==> config.mk <==
export PLATFORM = sky130hd
export DESIGN_NAME = pipeline_ctrl
export DESIGN_NICKNAME = d
export VERILOG_FILES = /design/src/rtl/pipeline_ctrl.sv
export SDC_FILE = /design/constraint.sdc
export NUM_CORES = 1
export LEC_CHECK = 0
export BUFFER_PORTS_ARGS = -buffer_cell sky130_fd_sc_hd__buf_2
export CORE_ASPECT_RATIO = 2
export CORE_MARGIN = 4
export CORE_UTILIZATION = 54
export CTS_CLUSTER_DIAMETER = 60
export DETAILED_ROUTE_END_ITERATION = 8
export PLACE_DENSITY = 0.94
export SYNTH_ARGS = -nofsm -noshare
export SYNTH_HDL_FRONTEND = slang
export SYNTH_SLANG_ARGS = --single-unit
==> constraint.sdc <==
create_clock -name clk -period 4 [get_ports clk]
set_input_delay 0.4 -clock clk [delete_from_list [all_inputs] [get_ports clk]]
set_output_delay 0.4 -clock clk [all_outputs]
set_load 0.02 [all_outputs]
==> src/rtl/pipeline_ctrl.sv <==
// Hazard and sequencing controller for a 5-stage MIPS pipeline: resolves load-use,
// branch/jump, data-memory wait (with timeout) and interrupt entry into register enables/flushes.
module pipeline_ctrl #(
    parameter int MEM_TIMEOUT = 15,
    parameter int WAIT_W      = 4
) (
    input  logic        clk,
    input  logic        reset,
    input  logic [4:0]  id_rs,
    input  logic [4:0]  id_rt,
    input  logic        id_uses_rs,
    input  logic        id_uses_rt,
    input  logic        id_jump,
    input  logic        ex_memrd,
    input  logic [4:0]  ex_rt,
    input  logic        ex_branch_taken,
    input  logic        mem_busy,
    input  logic        irq,
    input  logic        irq_en,
    input  logic        stall_clr,
    output logic        pc_we,
    output logic        ifid_we,
    output logic        idex_we,
    output logic        exmem_we,
    output logic        ifid_flush,
    output logic        idex_bubble,
    output logic        irq_take,
    output logic        bus_err,
    output logic [15:0] stall_cnt
);

    typedef enum logic [1:0] {
        ST_RUN   = 2'd0,
        ST_MWAIT = 2'd1,
        ST_IRQ   = 2'd2
    } state_t;

    localparam logic [WAIT_W-1:0] TIMEOUT_C = WAIT_W'(MEM_TIMEOUT);
    localparam logic [WAIT_W-1:0] WAIT_ONE  = WAIT_W'(1);
    localparam logic [WAIT_W-1:0] WAIT_ZERO = WAIT_W'(0);

    state_t            state_q, state_d;
    logic [WAIT_W-1:0] wait_cnt_q, wait_cnt_d;
    logic              irq_armed_q, irq_armed_d;
    logic [15:0]       stall_cnt_q, stall_cnt_d;

    logic lu_s;
    logic irq_ok_s;
    logic pc_we_s, ifid_we_s, idex_we_s, exmem_we_s;
    logic ifid_flush_s, idex_bubble_s, irq_take_s, bus_err_s;

    // Load-use hazard and interrupt acceptance qualifiers.
    always_comb begin
        lu_s = ex_memrd && (ex_rt != 5'd0) &&
               ((id_uses_rs && (id_rs == ex_rt)) || (id_uses_rt && (id_rt == ex_rt)));
        irq_ok_s = irq && irq_en && irq_armed_q && !id_jump;
    end

    // Next-state and pipeline-control decode.
    always_comb begin
        pc_we_s       = 1'b1;
        ifid_we_s     = 1'b1;
        idex_we_s     = 1'b1;
        exmem_we_s    = 1'b1;
        ifid_flush_s  = 1'b0;
        idex_bubble_s = 1'b0;
        irq_take_s    = 1'b0;
        bus_err_s     = 1'b0;
        state_d       = state_q;
        wait_cnt_d    = wait_cnt_q;
        // A low irq re-arms; a held irq stays disarmed after being taken once.
        irq_armed_d   = irq ? irq_armed_q : 1'b1;

        case (state_q)
            ST_RUN: begin
                if (mem_busy) begin
                    pc_we_s    = 1'b0;
                    ifid_we_s  = 1'b0;
                    idex_we_s  = 1'b0;
                    exmem_we_s = 1'b0;
                    state_d    = ST_MWAIT;
                    wait_cnt_d = WAIT_ONE;
                end else if (ex_branch_taken) begin
                    ifid_flush_s  = 1'b1;
                    idex_bubble_s = 1'b1;
                end else if (lu_s) begin
                    pc_we_s       = 1'b0;
                    ifid_we_s     = 1'b0;
                    idex_bubble_s = 1'b1;
                end else if (irq_ok_s) begin
                    pc_we_s       = 1'b0;
                    ifid_we_s     = 1'b0;
                    idex_bubble_s = 1'b1;
                    state_d       = ST_IRQ;
                    irq_armed_d   = 1'b0;
                end else if (id_jump) begin
                    ifid_flush_s = 1'b1;
                end else begin
                    state_d = ST_RUN;
                end
            end
            ST_MWAIT: begin
                if (!mem_busy) begin
                    state_d    = ST_RUN;
                    wait_cnt_d = WAIT_ZERO;
                end else if (wait_cnt_q < TIMEOUT_C) begin
                    pc_we_s    = 1'b0;
                    ifid_we_s  = 1'b0;
                    idex_we_s  = 1'b0;
                    exmem_we_s = 1'b0;
                    wait_cnt_d = wait_cnt_q + WAIT_ONE;
                end else begin
                    // Give up on the access: let the pipeline advance and flag it.
                    bus_err_s  = 1'b1;
                    state_d    = ST_RUN;
                    wait_cnt_d = WAIT_ZERO;
                end
            end
            ST_IRQ: begin
                irq_take_s    = 1'b1;
                ifid_flush_s  = 1'b1;
                idex_bubble_s = 1'b1;
                state_d       = ST_RUN;
            end
            default: begin
                state_d    = ST_RUN;
                wait_cnt_d = WAIT_ZERO;
            end
        endcase
    end

    // Saturating count of cycles in which the PC is held.
    always_comb begin
        if (stall_clr) begin
            stall_cnt_d = 16'h0000;
        end else if (!pc_we_s && (stall_cnt_q != 16'hFFFF)) begin
            stall_cnt_d = stall_cnt_q + 16'h0001;
        end else begin
            stall_cnt_d = stall_cnt_q;
        end
    end

    // Controller state registers.
    always_ff @(posedge clk or posedge reset) begin
        if (reset) begin
            state_q     <= ST_RUN;
            wait_cnt_q  <= WAIT_ZERO;
            irq_armed_q <= 1'b0;
            stall_cnt_q <= 16'h0000;
        end else begin
            state_q     <= state_d;
            wait_cnt_q  <= wait_cnt_d;
            irq_armed_q <= irq_armed_d;
            stall_cnt_q <= stall_cnt_d;
        end
    end

    assign pc_we       = pc_we_s;
    assign ifid_we     = ifid_we_s;
    assign idex_we     = idex_we_s;
    assign exmem_we    = exmem_we_s;
    assign ifid_flush  = ifid_flush_s;
    assign idex_bubble = idex_bubble_s;
    assign irq_take    = irq_take_s;
    assign bus_err     = bus_err_s;
    assign stall_cnt   = stall_cnt_q;

endmodule

# Yosys cells after proc, flatten, opt, wreduce, memory -nomap -nowiden
# Index checks and enable logic that the tools add are counted.
[op_classes]
add_sub_neg = 2
order_cmp = 1
n_eq_ne = 10
n_mux = 43
n_bitwise = 1
reduce_logical = 16
[ops]
columns = ["operator", "count"]
rows = [
  ["$mux 16", 2],
  ["$mux 1", 25],
  ["$add 16x1->16 const B", 1],
  ["$ne 16x16->1 const B", 1],
  ["$mux 2", 7],
  ["$mux 4", 3],
  ["$pmux 4 s3", 1],
  ["$eq 5x5->1", 2],
  ["$ne 3x3->1 const B", 3],
  ["$logic_and 1x1->1", 8],
  ["$pmux 1 s2", 4],
  ["$reduce_bool 5->1", 1],
  ["$add 4x1->4 const B", 1],
  ["$lt 4x4->1 const B", 1],
  ["$ne 4x4->1 const B", 1],
  ["$pmux 2 s2", 1],
  ["$reduce_and 4->1", 1],
  ["$eq 2x1->1 const B", 1],
  ["$eq 2x2->1 const B", 1],
  ["$logic_not 1->1", 2],
  ["$logic_not 2->1", 1],
  ["$ne 2x2->1 const B", 1],
  ["$reduce_and 2->1", 1],
  ["$reduce_bool 2->1", 1],
  ["other kinds (2)", 2],
]
[totals]
reg_bits = 23
in_bits = 26
output_inout_bits = 24
wordCells = 77

# Longest topological paths before layout
# Gate-level depths: netlist of run 1.
[depth]
depth_word = 12
mapped_depth = 9
ltp_nobuf = 7

# Least setup slack after synthesis of run 1
# Ideal clock, no wire load.
[synth_timing]
kind = "input-to-output"
from = "input port ex_rt[1]"
to = "output port pc_we"
t_arrival_ns = 1.837
required_time_ns = 3.600
setup_slack_ns = 1.763
stages = 5
path_buffers = 1
path_cell_list = "or4_1 o21ai_2 nor2b_1 a22oi_1 buf_4"
[synth_via]
elab_chain_cells = 8
word_cells_on_any_way = 12
classes_between = "2 x eq/ne; 4 x mux; 6 x reduce/logical"
[synth_lines]
columns = ["element", "line_no", "rtl"]
rows = [
  ["from (decl)", "15", "input logic [4:0] ex_rt,"],
  ["$eq 5x5->1", "55", "((id_uses_rs && (id_rs == ex_rt)) || (id_uses_rt && (id_rt == ex_rt)));"],
  ["$logic_and 1x1->1", "55", ""],
  ["$logic_or 1x1->1", "55", ""],
  ["$logic_and 1x1->1 (*)", "54", "lu_s = ex_memrd && (ex_rt != 5'd0) &&"],
  ["$mux 1 (*) (3 in series)", "-", ""],
  ["$pmux 1 s2 (*)", "-", ""],
  ["to (decl)", "21", "output logic pc_we,"],
]
# Mark *: on every way between the ends. The rest lies on a longest branch, timed or not.

# Final worst setup path of run 1
[layout_timing]
from = "register stall_cnt_q[0] (netlist: stall_cnt[0])"
to = "register stall_cnt_q[1] (netlist: stall_cnt[1])"
[layout_via]
elab_chain_cells = 3
word_cells_on_any_way = 6
classes_between = "1 x add/sub; 1 x eq/ne; 2 x mux; 2 x reduce/logical"
[layout_lines]
columns = ["element", "line_no", "rtl"]
rows = [
  ["from (decl)", "45", "logic [15:0] stall_cnt_q, stall_cnt_d;"],
  ["from (signal assigned)", "154", "stall_cnt_q <= stall_cnt_d;"],
  ["$add 16x1->16 / $ne 16x16->1 (equally long branches)", "137, 136", ""],
  ["$mux 16 / $logic_and 1x1->1 (equally long branches)", "136", "end else if (!pc_we_s && (stall_cnt_q != 16'hFFFF)) begin"],
  ["$mux 16 / $reduce_bool 2->1 (equally long branches)", "-", ""],
]
# Several ways; a longest one is shown, not always the timed one. The select of a mux whose other input is x is not followed.
# A chain may end at the register's enable or synchronous reset.

==> metrics.md, run 1 <==
| Metric | Value |
|---|---|
| Netlist cell types | 37 |
| Post-layout util | 67.3% |
| Wirelength per Cell | 14.5 µm |
| Synth warn | 0 |
| CP max stage delay | 840 ps |
| Diode count | 0 |
| Die area | 3670 µm² |
| Worst-path cell chain | ha_1 > nand4_1 > nor4_1 > nor4_1 > a21oi_2 > mux2i_1 > nor2_1 |
| Hold Crit Class | input port to async pin |
| Fmax | 398 MHz |
| Crit end category | register |
| # IOs | 50 |
| Final Wtd Congestion | 0.803 |
| Num CTS Buffers | 3 |
| Via density | 5.98 |
| Total negative slack | 0 ps |
| Clk pin slew, worst setup/hold paths | 80 ps |
| Critical-path top delay cell | a21oi_2 |
| Largest net degree at the start of global routing | 31 |
| Fin crit period | 2510 ps |
| Share of cells above drive strength 1 | 27.0% |
| Mapped Area | 1470 µm² |
| R2r worst-path depth | 7 |
| Post-synthesis cell count | 170 |
| CTS hold repair buffers | 0 |
| Sw power | 0.174 mW |
| Startpoint Class | register |
| Combinational power share | 24.6% |
| Total GRT Usage | 21.0% |
| Most common cell in the netlist | dfrtp_1 |
| Skew final | 4.40 ps |
| Syn Area/Cell | 8.64 µm² |
| Met2 usage | 38.6% |
| CTS sink cnt | 23 |
| First-pass GRT wire length | 5950 µm |
| Power Density | 312 nW/µm² |
| Seq pwr share | 48.6% |
| Worst flop-to-flop path startpoint | stall_cnt[0] |
| Area growth, synth to finish | 17.8% |
| Max cap viols | 0 |
| Num rows | 26 |
| Final Instance Area | 1730 µm² |
| Ranking of synthesized cells by area | dfrtp_1 39%, xnor2_1 6.6%, a21oi_1 6.1% |
| DIE WIDTH | 44.9 µm |
| Max-slew headroom | 26.6% |
| Status | completed |
| Final wirelength | 3520 µm |
| Fin. max-slew vios | 0 |
| CTS tree | done |
| Met1 Use GR | 23.5% |
| Post-DP HPWL | 2700 µm |
| CP Data Required Time | 4150 ps |
| Die height | 81.8 µm |
| Multi-input logic area | 791 µm² |
| Endpoints failing hold | 0 |
| Root buf cell | clkbuf_8 |
| R2R Path End | stall_cnt[1] |
| Post-cts gate resize count | 0 |
| RSZ-0062 raised after global routing | false |
| Async set-reset flop share out of synthesis | 100% |
| Pint | 0.367 mW |
| Critical-path maximum fanout | 30 |
| Sequential-to-total area share from yosys stat | 39.2% |
| DR DRC count | 0 |
| Global route hottest layer | met2 |
| Syn_nets | 198 |
| Longest Clk Path Bufs | 2 |
| Sw Share | 32.2% |
| EDFF count, synth | 0 |
| Post-synth top area share | 39.2% |
| Setup Fix Bufs, Post-CTS | 0 |
| Critical path class | register to register |
| Area post-placement | 1690 µm² |
| GRT Residual Overflow | 0 |
| #FFs+latches synth | 23 |
| Seq. cell area | 576 µm² |
| M3 GR Usage | 1.32% |
| I/O Buffers | 49 |
| Via count | 1452 |
| WHS | 293 ps |
| H-tree depth | 1 |
| Maximum vdd drop | 0.240 mV |
| Vias in the first global route | 1389 |
| DR iter-0 viols | 39 |
| Clock Power Share | 26.8% |
| Initial antenna violation count | 0 |
| Layout filler cell count | 225 |
| Clk_lat worst skew | 270 ps |
| Core ar. | 2570 µm² |
| CP dominant cell by count | nor4_1 |
| CP arrival | 2660 ps |
| Main synth FF type | dfrtp_1 |
| Crit share post-route | 62.8% |
| Synth area leader | dfrtp_1 |
| Flop2flop setup slack | 1490 ps |
| LEAKAGE | 0.769 nW |
| Least-Margin Pin Slew | 1100 ps |
| Antenna-violating nets left | 0 |
| Nets | 244 |
| Most common library cells after synthesis | 23 x dfrtp_1, 18 x a21oi_1, 13 x nand2_1 |
| Initial core utilization | 57.2% |
| Final setup vio count | 0 |
| Final Total Pwr | 0.540 mW |
| Pre-antenna DRT Iters | 4 |
through the flow:
stage | instances | setup slack (ps)
6_report | 243 | 1490
3_3_place_gp | 239 | 1450
4_1_cts | 243 | 1490
5_1_grt | 243 | 1310
3_5_place_dp | 239 | 1380
2_1_floorplan | 170 | 1760
critical path, delay by kind of cell (launching register included):
kind                       cells  cell delay (ps)
AOI/OAI and AO/OA              1              840
adders and majority gates      1              220
DFF                            1              410
muxes                          1              270
and+or+nand+nor                4              640
per-layer routing:
metal / vias to the layer above / part of all wire (%)
met1: 690 / 38
met3: 7 / 4.2
met4: 0 / 2.0
met2: 41 / 56
li1: 714 / -
met5: - / 0
final cells by class:
| type | instances | area share [%] |
|---|---|---|
| multi-input combinational | 129 | 45.7 |
| inverter | 10 | 2.24 |
| tap | 28 | 2.02 |
| clock buffer | 4 | 2.60 |
| sequential | 23 | 33.3 |
| timing repair buffer | 49 | 14.2 |
cells by family after synthesis:
family	synth area share, %
and+or+nand+nor	25.6
AOI/OAI and AO/OA	18.1
DFF	39.2
buffers and inverters	6.98
xor gates and xnor gates	7.15
muxes	1.36
adders and majority gates	1.70
cell usage in the layout, fill, tap and decap left out, drive strengths merged:
cell    Yosys  layout
o22ai       1       1
nor3b       2       2
mux2i       2       2
or2         1       1
nor3        3       3
ha          2       2
nand4       8       8
clkbuf      1       4
inv         9       9
o31ai       7       7
xor2        1       1
and2        1       1
a31o        1       1
a21oi      19      19
nand3      11      11
nand2      13      13
nor4        3       3
nor2        6       6
clkinv      1       1
dfrtp      23      23
a22oi       1       1
or3         8       8
o211ai      1       1
xnor2      11      11
buf         7      49
and3        1       1
or4         8       8
nand2b      1       1
nand4b      1       1
o21ai      15      15
nor2b       1       1
worst max-delay path by stage:
stage,from,end,slack (ps),cells after the start
after floorplan,ex_rt[1],pc_we,1760,5
after global placement,ex_rt[1],stall_cnt[1],1450,7
after detailed placement,ex_rt[1],stall_cnt[1],1380,7
after CTS,stall_cnt[0],stall_cnt[1],1490,7
after global routing,stall_cnt[0],stall_cnt[14],1310,7
final,stall_cnt[0],stall_cnt[1],1490,7
power groups by stage:
stage                     registers (mW)  logic [mW]  clock network [mW]
after floorplan                    0.270       0.101                   0
after global placement             0.266       0.128                   0
after detailed placement           0.267       0.133                   0
after CTS                          0.263       0.134               0.147
after global routing               0.265       0.150               0.155
final                              0.263       0.133               0.145
sequential cells by signal (all words and copies together), names as in the netlist:
| name | flops |
|---|---|
| stall_cnt | 16 |
| wait_cnt_q | 4 |
| state_q | 2 |
| irq_armed_q | 1 |
(Power assumes the default switching activity.)
==> inputs of run 2 (changes only) <==
--- a/config.mk
+++ b/config.mk
@@ -5,13 +5,14 @@
 export SDC_FILE = /design/constraint.sdc
 export NUM_CORES = 1
 export LEC_CHECK = 0
+export ABC_AREA = 1
 export BUFFER_PORTS_ARGS = -buffer_cell sky130_fd_sc_hd__buf_2
 export CORE_ASPECT_RATIO = 2
 export CORE_MARGIN = 4
-export CORE_UTILIZATION = 54
+export CORE_UTILIZATION = 52
 export CTS_CLUSTER_DIAMETER = 60
 export DETAILED_ROUTE_END_ITERATION = 8
-export PLACE_DENSITY = 0.94
+export PLACE_DENSITY = 0.89
 export SYNTH_ARGS = -nofsm -noshare
 export SYNTH_HDL_FRONTEND = slang
 export SYNTH_SLANG_ARGS = --single-unit
==> constraint.sdc (replaced) <==
create_clock -name clk -period 2.6 [get_ports clk]
set_input_delay 0.26 -clock clk [delete_from_list [all_inputs] [get_ports clk]]
set_output_delay 0.26 -clock clk [all_outputs]
set_load 0.02 [all_outputs]
==> run 2 against run 1 <==
Net effect:
- area after synthesis rose by 16%
- sequential power rose by 48%
- cell area rose by 15%
- clock skew fell by 2.4 ps
- synthesized cell count rose by 61%
- worst setup slack got worse by 850 ps
- first-iteration DRC count rose by 44%
- utilization fell by 4.4 points
- non-clock buffer count did not move
- sequential share of layout area fell by 4.3 points
- total power rose by 41%
==> metrics.md, run 2 <==
| Metric | Value |
|---|---|
| H-tree depth | 1 (unchanged) |
| Final wirelength | 4280 µm (was 3520 µm) |
| Synth warn | 0 (unchanged) |
| Placed Cells | 346 (was 239) |
| Worst flop-to-flop path startpoint | wait_cnt_q[0] (was stall_cnt[0]) |
| RSZ-0062 raised after global routing | false (unchanged) |
| Fin. max-slew vios | 0 (unchanged) |
| DR DRC count | 0 (unchanged) |
| Hold Crit Class | input port to async pin (unchanged) |
| R2r worst-path depth | 8 (was 7) |
| Async set-reset flop share out of synthesis | 100% (unchanged) |
| Nets | 348 (was 244) |
| Critical-path maximum fanout | 4 (was 30) |
| Final setup vio count | 0 (unchanged) |
| Maximum vdd drop | 0.391 mV (was 0.240 mV) |
| Synthesized-area fraction occupied by xor and xnor cells | 5.65% (was 7.16%) |
| CP arrival | 1700 ps (was 2660 ps) |
| Post-synthesis mux area share | 0% (was 1.36%) |
| GRT Residual Overflow | 0 (unchanged) |
| Num rows | 29 (was 26) |
| Initial antenna violation count | 0 (unchanged) |
| Post-Synth Simple-Gate Area | 43.2% (was 25.6%) |
| Fmax | 509 MHz |
| CTS sink cnt | 23 (unchanged) |
| Final Total Pwr | 0.760 mW (was 0.540 mW) |
| Crit share post-route | 75.6% |
| Least-Margin Pin Slew | 871 ps (was 1100 ps) |
| Main combinational cell family by area after synthesis | simple AND/OR/NAND/NOR gates (unchanged) |
| Main synth FF type | dfrtp_1 (unchanged) |
| DR iter-0 viols | 56 (was 39) |
| Largest net degree at the start of global routing | 24 (was 31) |
| Most common library cells after synthesis | 89 x nand2_1, 45 x nor2_1, 35 x inv_1 (was 23 x dfrtp_1, 18 x a21oi_1, 13 x nand2_1) |
| Skew final | 1.99 ps (was 4.40 ps) |
| CTS hold repair buffers | 0 (unchanged) |
| Via count | 1807 (was 1452) |
| Status | completed (unchanged) |
| Startpoint Class | register (unchanged) |
| CTS tree | done (unchanged) |
| Wirelength per Cell | 12.2 µm (was 14.5 µm) |
| Pre-antenna DRT Iters | 4 (unchanged) |
| #FFs+latches synth | 23 (unchanged) |
| Clk_lat worst skew | 260 ps (was 270 ps) |
| Total GRT Usage | 20.9% (was 21.0%) |
| Endpoints failing hold | 0 (unchanged) |
| Via density | 5.16 (was 5.98) |
| Final Wtd Congestion | 1.02 (was 0.803) |
| Initial core utilization | 54.0% (was 57.2%) |
| Antenna-violating nets left | 0 (unchanged) |
| Most common cell in the netlist | nand2_1 (was dfrtp_1) |
| Power Density | 382 nW/µm² (was 312 nW/µm²) |
| WHS | 170 ps (was 293 ps) |
| EDFF count, synth | 0 (unchanged) |
| Syn Area/Cell | 6.24 µm² (was 8.64 µm²) |
| Syn_nets | 301 (was 198) |
| Diode count | 0 (unchanged) |
| Clk pin slew, worst setup/hold paths | 80 ps (about the same) |
| Ranking of synthesized cells by area | dfrtp_1 34%, nand2_1 20%, nor2_1 9.9% (was dfrtp_1 39%, xnor2_1 6.6%, a21oi_1 6.1%) |
| Adder-cell area share of the yosys netlist | 1.47% (was 1.70%) |
| Synth area leader | dfrtp_1 (unchanged) |
| Core ar. | 3160 µm² (was 2570 µm²) |
| Flop2flop setup slack | 710 ps (was 1490 ps) |
| Final Instance Count excl. Fillers | 350 (was 243) |
| Netlist cell types | 23 (was 37) |
| Max cap viols | 0 (unchanged) |
| Post-synthesis cell count | 273 (was 170) |
| Die height | 89.0 µm (was 81.8 µm) |
| CP Data Required Time | 2340 ps (was 4150 ps) |
| Largest register FFs | 16 (unchanged) |
| LEAKAGE | 1.16 nW (was 0.769 nW) |
| I/O Buffers | 49 (unchanged) |
| Share of cells above drive strength 1 | 18.8% (was 27.0%) |
| DIE WIDTH | 48.5 µm (was 44.9 µm) |
| # IOs | 50 (unchanged) |
| Die area | 4310 µm² (was 3670 µm²) |
| Fin crit period | 1960 ps |
| Setup Fix Bufs, Post-CTS | 0 (unchanged) |
| Post-DP HPWL | 3390 µm (was 2700 µm) |
| Post-cts gate resize count | 0 (unchanged) |
| R2R Path End | stall_cnt[10] (was stall_cnt[1]) |
| Vias in the first global route | 1843 (was 1389) |
| Critical path class | register to primary output (was register to register) |
| Critical Path End | pc_we (was stall_cnt[1]) |
| Synth Area in Compound Gates | 4.41% (was 18.1%) |
| Area growth, synth to finish | 16.7% (was 17.8%) |
| Num CTS Buffers | 3 (unchanged) |
| Mapped Area | 1700 µm² (was 1470 µm²) |
| Post-synth top area share | 33.8% (was 39.2%) |
| Sequential-to-total area share from yosys stat | 33.8% (was 39.2%) |
| Total negative slack | 0 ps (unchanged) |
| Commonest non-fill, non-tap cell in the layout | nand2_1 (was buf_2) |
| Max-slew headroom | 41.9% (was 26.6%) |
| Crit end category | primary output (was register) |
| First-pass GRT wire length | 7360 µm (was 5950 µm) |
| Commonest non-fill, non-tap cells in the layout | 89 x nand2_1, 49 x buf_2, 45 x nor2_1 (was 49 x buf_2, 23 x dfrtp_1, 18 x a21oi_1) |
| Longest Clk Path Bufs | 2 (unchanged) |
| Root buf cell | clkbuf_8 (unchanged) |
| Worst Setup SP | wait_cnt_q[0] (was stall_cnt[0]) |
==> run 2: cell type report <==
| class | instances | area (µm²) |
|---|---|---|
| inverter | 40 | 150 |
| tap | 31 | 38.8 |
| clock inverter | 1 | 5.00 |
| sequential | 23 | 576 |
| fill | 313 | 1170 |
| timing repair buffer | 49 | 245 |
| multi-input combinational | 203 | 932 |
| clock buffer | 3 | 41.3 |
==> run 2: layer usage <==
metal,share of wire (%),vias up,GRT usage [%]
li1,-,933,-
met1,34,800,19.1
met2,57,62,41.4
met3,6.0,12,4.17
met4,2.6,0,11.5
met5,0,-,0
==> run 2: logic make-up (layout without fill, tap and decap cells) <==
kind of cell               Yosys count  in the layout
DFF                                 23             23
adders and majority gates            2              2
xor gates and xnor gates            11             11
AOI/OAI and AO/OA                   15             15
buffers and inverters               47             93
and+or+nand+nor                    175            175
==> run 2: worst min path at each step <==
stage	startpoint	to	slack, ps	depth (start not counted)
after global placement	irq	irq_armed_q	450	2
after detailed placement	irq	irq_armed_q	450	2
after floorplan	reset	irq_armed_q	260	1
after CTS	irq	irq_armed_q	170	2
after global routing	irq	irq_armed_q	180	2
final	reset	wait_cnt_q[3]	170	2
==> run 2: metrics by stage <==
stage | instance area (µm²) | worst slack, ps | utilization [%]
after global placement | 1940 | 735 | 61.5
after floorplan | 1700 | 727 | -
final | 1990 | 636 | 63.0
after global routing | 1990 | 469 | 63.0
after detailed placement | 1940 | 736 | 61.5
after CTS | 1990 | 627 | 63.0
==> run 2: critical path, cell delays in order (launching register included) <==
cell and delay, ps:
dfrtp_1 420, ha_1 220, nand2_1 80, nor2_1 60
o21ai_0 350, nand2_1 130, buf_2 180
==> run 2: power breakdown <==
| part | internal, mW | switching [mW] | leakage [nW] |
|---|---|---|---|
| clock | 0.107 | 0.111 | 0.0255 |
| combinational | 0.0531 | 0.102 | 0.825 |
| sequential | 0.371 | 0.0170 | 0.309 |
==> inputs of run 3 (changes only) <==
==> constraint.sdc (replaced) <==
create_clock -name clk -period 2 [get_ports clk]
set_input_delay 0.2 -clock clk [delete_from_list [all_inputs] [get_ports clk]]
set_output_delay 0.2 -clock clk [all_outputs]
set_load 0.02 [all_outputs]
==> run 3 against run 2 <==
Net effect:
- die area unchanged
- first-iteration DRC count decreased by 21%
- cell area increased by 2.8%
- wire length increased by 5.9%
- largest power group unchanged
- clock skew about the same
- sequential share of layout area decreased by 0.78 points
- register-to-register slack got worse by 480 ps
- total power increased by 34%
- non-clock buffer count increased by 7
- critical path depth unchanged
- critical path type unchanged
- via count increased by 3.2%
==> metrics.md, run 3 (same netlist as run 2, synthesis figures left out) <==
| Metric | Value |
|---|---|
| Wirelength per Cell | 12.7 µm (was 12.2 µm) |
| Multi-input logic area | 932 µm² (unchanged) |
| Critical path class | register to primary output (unchanged) |
| Maximum vdd drop | 0.387 mV (was 0.391 mV) |
| Die area | 4310 µm² (unchanged) |
| Endpoints failing hold | 0 (unchanged) |
| RSZ-0062 raised after global routing | false (unchanged) |
| Diode count | 0 (unchanged) |
| Layout filler cell count | 296 (was 313) |
| DR iter-0 viols | 44 (was 56) |
| Core ar. | 3160 µm² (unchanged) |
| DIE WIDTH | 48.5 µm (unchanged) |
| CTS sink cnt | 23 (unchanged) |
| Largest delay share family, worst path | flip-flops (unchanged) |
| Fmax | 563 MHz |
| Final setup vio count | 0 (unchanged) |
| CP Data Required Time | 1800 ps (was 2340 ps) |
| DR DRC count | 0 (unchanged) |
| CP max stage delay | 410 ps (was 420 ps) |
| Post-DP HPWL | 3450 µm (was 3390 µm) |
| Fin worst setup slack | 223 ps (was 636 ps) |
| Buf+Inv Stages, Crit Path | 1 (unchanged) |
| Vias in the first global route | 1735 (was 1843) |
| Root buf cell | clkbuf_8 (unchanged) |
| Nets | 355 (was 348) |
| Least-Margin Pin Slew | 333 ps (was 871 ps) |
| Pre-antenna DRT Iters | 4 (unchanged) |
| Initial core utilization | 54.0% (unchanged) |
| Share of cells above drive strength 1 | 20.2% (was 18.8%) |
| I/O Buffers | 49 (unchanged) |
| Largest register FFs | 16 (unchanged) |
| Total GRT Usage | 21.5% (was 20.9%) |
| # IOs | 50 (unchanged) |
| H-tree depth | 1 (unchanged) |
| Clk pin slew, worst setup/hold paths | 80 ps (about the same) |
| Skew final | 1.82 ps (was 1.99 ps) |
| Via density | 5.22 (was 5.16) |
| CP arrival | 1580 ps (was 1700 ps) |
| Startpoint Class | register (unchanged) |
| Setup Fix Bufs, Post-CTS | 0 (unchanged) |
| Power Density | 497 nW/µm² (was 382 nW/µm²) |
| Critical-path maximum fanout | 4 (unchanged) |
| Via count | 1864 (was 1807) |
| Initial antenna violation count | 0 (unchanged) |
| Commonest non-fill, non-tap cell in the layout | nand2_1 (unchanged) |
| Num rows | 29 (unchanged) |
| GRT Residual Overflow | 0 (unchanged) |
| LEAKAGE | 1.19 nW (was 1.16 nW) |
| Worst-path cell chain | ha_1 > nand2_1 > nor2_1 > o21ai_1 > nand2_1 > buf_2 (was ha_1 > nand2_1 > nor2_1 > o21ai_0 > nand2_1 > buf_2) |
| Fin. max-slew vios | 0 (unchanged) |
| Largest net degree at the start of global routing | 24 (unchanged) |
| Total negative slack | 0 ps (unchanged) |
| Max cap viols | 0 (unchanged) |
| Seq. cell area | 576 µm² (unchanged) |
| Crit share post-route | 88.8% |
| Commonest non-fill, non-tap cells in the layout | 89 x nand2_1, 49 x buf_2, 45 x nor2_1 (unchanged) |
| Final wirelength | 4530 µm (was 4280 µm) |
| Crit end category | primary output (unchanged) |
| Longest Clk Path Bufs | 2 (unchanged) |
| Max-slew headroom | 77.8% (was 41.9%) |
| Antenna-violating nets left | 0 (unchanged) |
| CP dominant cell by count | nand2_1 (unchanged) |
| First-pass GRT wire length | 7340 µm (was 7360 µm) |
| Fin crit period | 1780 ps |
| Hold Crit Class | input port to register (was input port to async pin) |
| Final Wtd Congestion | 0.995 (was 1.02) |
| CTS tree | done (unchanged) |
| Critical-path top delay cell | dfrtp_1 (unchanged) |
| Die height | 89.0 µm (unchanged) |
| Worst Setup Slack post-DPL | 219 ps (was 736 ps) |
| Clk_lat worst skew | 270 ps (was 260 ps) |
| Status | completed (unchanged) |
| Area growth, synth to finish | 19.9% (was 16.7%) |
| Num CTS Buffers | 3 (unchanged) |
-- run 3: path summary, 6_finish.rpt --
| kind | start | endpoint | slack [ps] | cells past startpoint |
|---|---|---|---|---|
| worst max-delay path | wait_cnt_q[0] | pc_we | 220 | 6 |
| worst min-delay path | irq | irq_armed_q | 120 | 2 |
| worst max register to register | stall_cnt[1] | stall_cnt[9] | 230 | 10 |
| worst min register to register | irq_armed_q | irq_armed_q | 540 | 2 |
| max in group asynchronous | reset | stall_cnt[5] | 1220 | 4 |
| min in group asynchronous | reset | stall_cnt[15] | 540 | 4 |
-- run 3: per-stage QoR --
| stage | hold slack (ps) | util, % | instance area, µm² | std cells | power (mW) |
|---|---|---|---|---|---|
| global placement | 248 | 62.9 | 1990 | 352 | 0.722 |
| CTS | 119 | 64.7 | 2040 | 357 | 1.02 |
| finish | 119 | 64.7 | 2040 | 357 | 1.02 |
| floorplan | 202 | - | 1700 | 273 | 0.650 |
| global route | 119 | 64.7 | 2040 | 357 | 1.07 |
| detailed placement | 260 | 62.9 | 1990 | 352 | 0.728 |
-- run 3: area by class of cell --
cell class              count  share of cell area (%)
clock buffers               3                    2.02
clock inverters             1                   0.245
inverters                  40                    7.35
multi-input cells         203                    45.6
flip-flops and latches     23                    28.2
well taps                  31                    1.90
repair buffers             56                    14.7
-- run 3: report_power, final --
group          leakage (nW)  switching (mW)  internal (mW)
registers             0.309          0.0190          0.482
logic                 0.860           0.141         0.0787
clock network        0.0255           0.155          0.139
total                  1.19           0.316          0.700
-- run 3: timing repair --
action,in CTS,in global routing
hold buffers,1,0
setup endpoints to repair,0,8
hold endpoints to repair,23,0
gates resized for setup,0,2
-- run 3: worst reg2reg max path: stages, from the launching register on --
cell and delay [ps]:
dfrtp_1 420, ha_1 230, nand2_1 70, inv_1 120, nand2_1 80, inv_1 80, nand4_1 150, nand3_4 190
buf_4 200, nand3_1 90, nand2_1 70
-- run 3: per-layer routing --
layer | global-route usage, % | part of all wire, % | vias up
met2 | 39.4 | 52 | 73
met1 | 22.4 | 36 | 817
met3 | 2.34 | 6.6 | 23
li1 | - | - | 951
met5 | 0 | 0 | -
met4 | 14.7 | 5.5 | 0
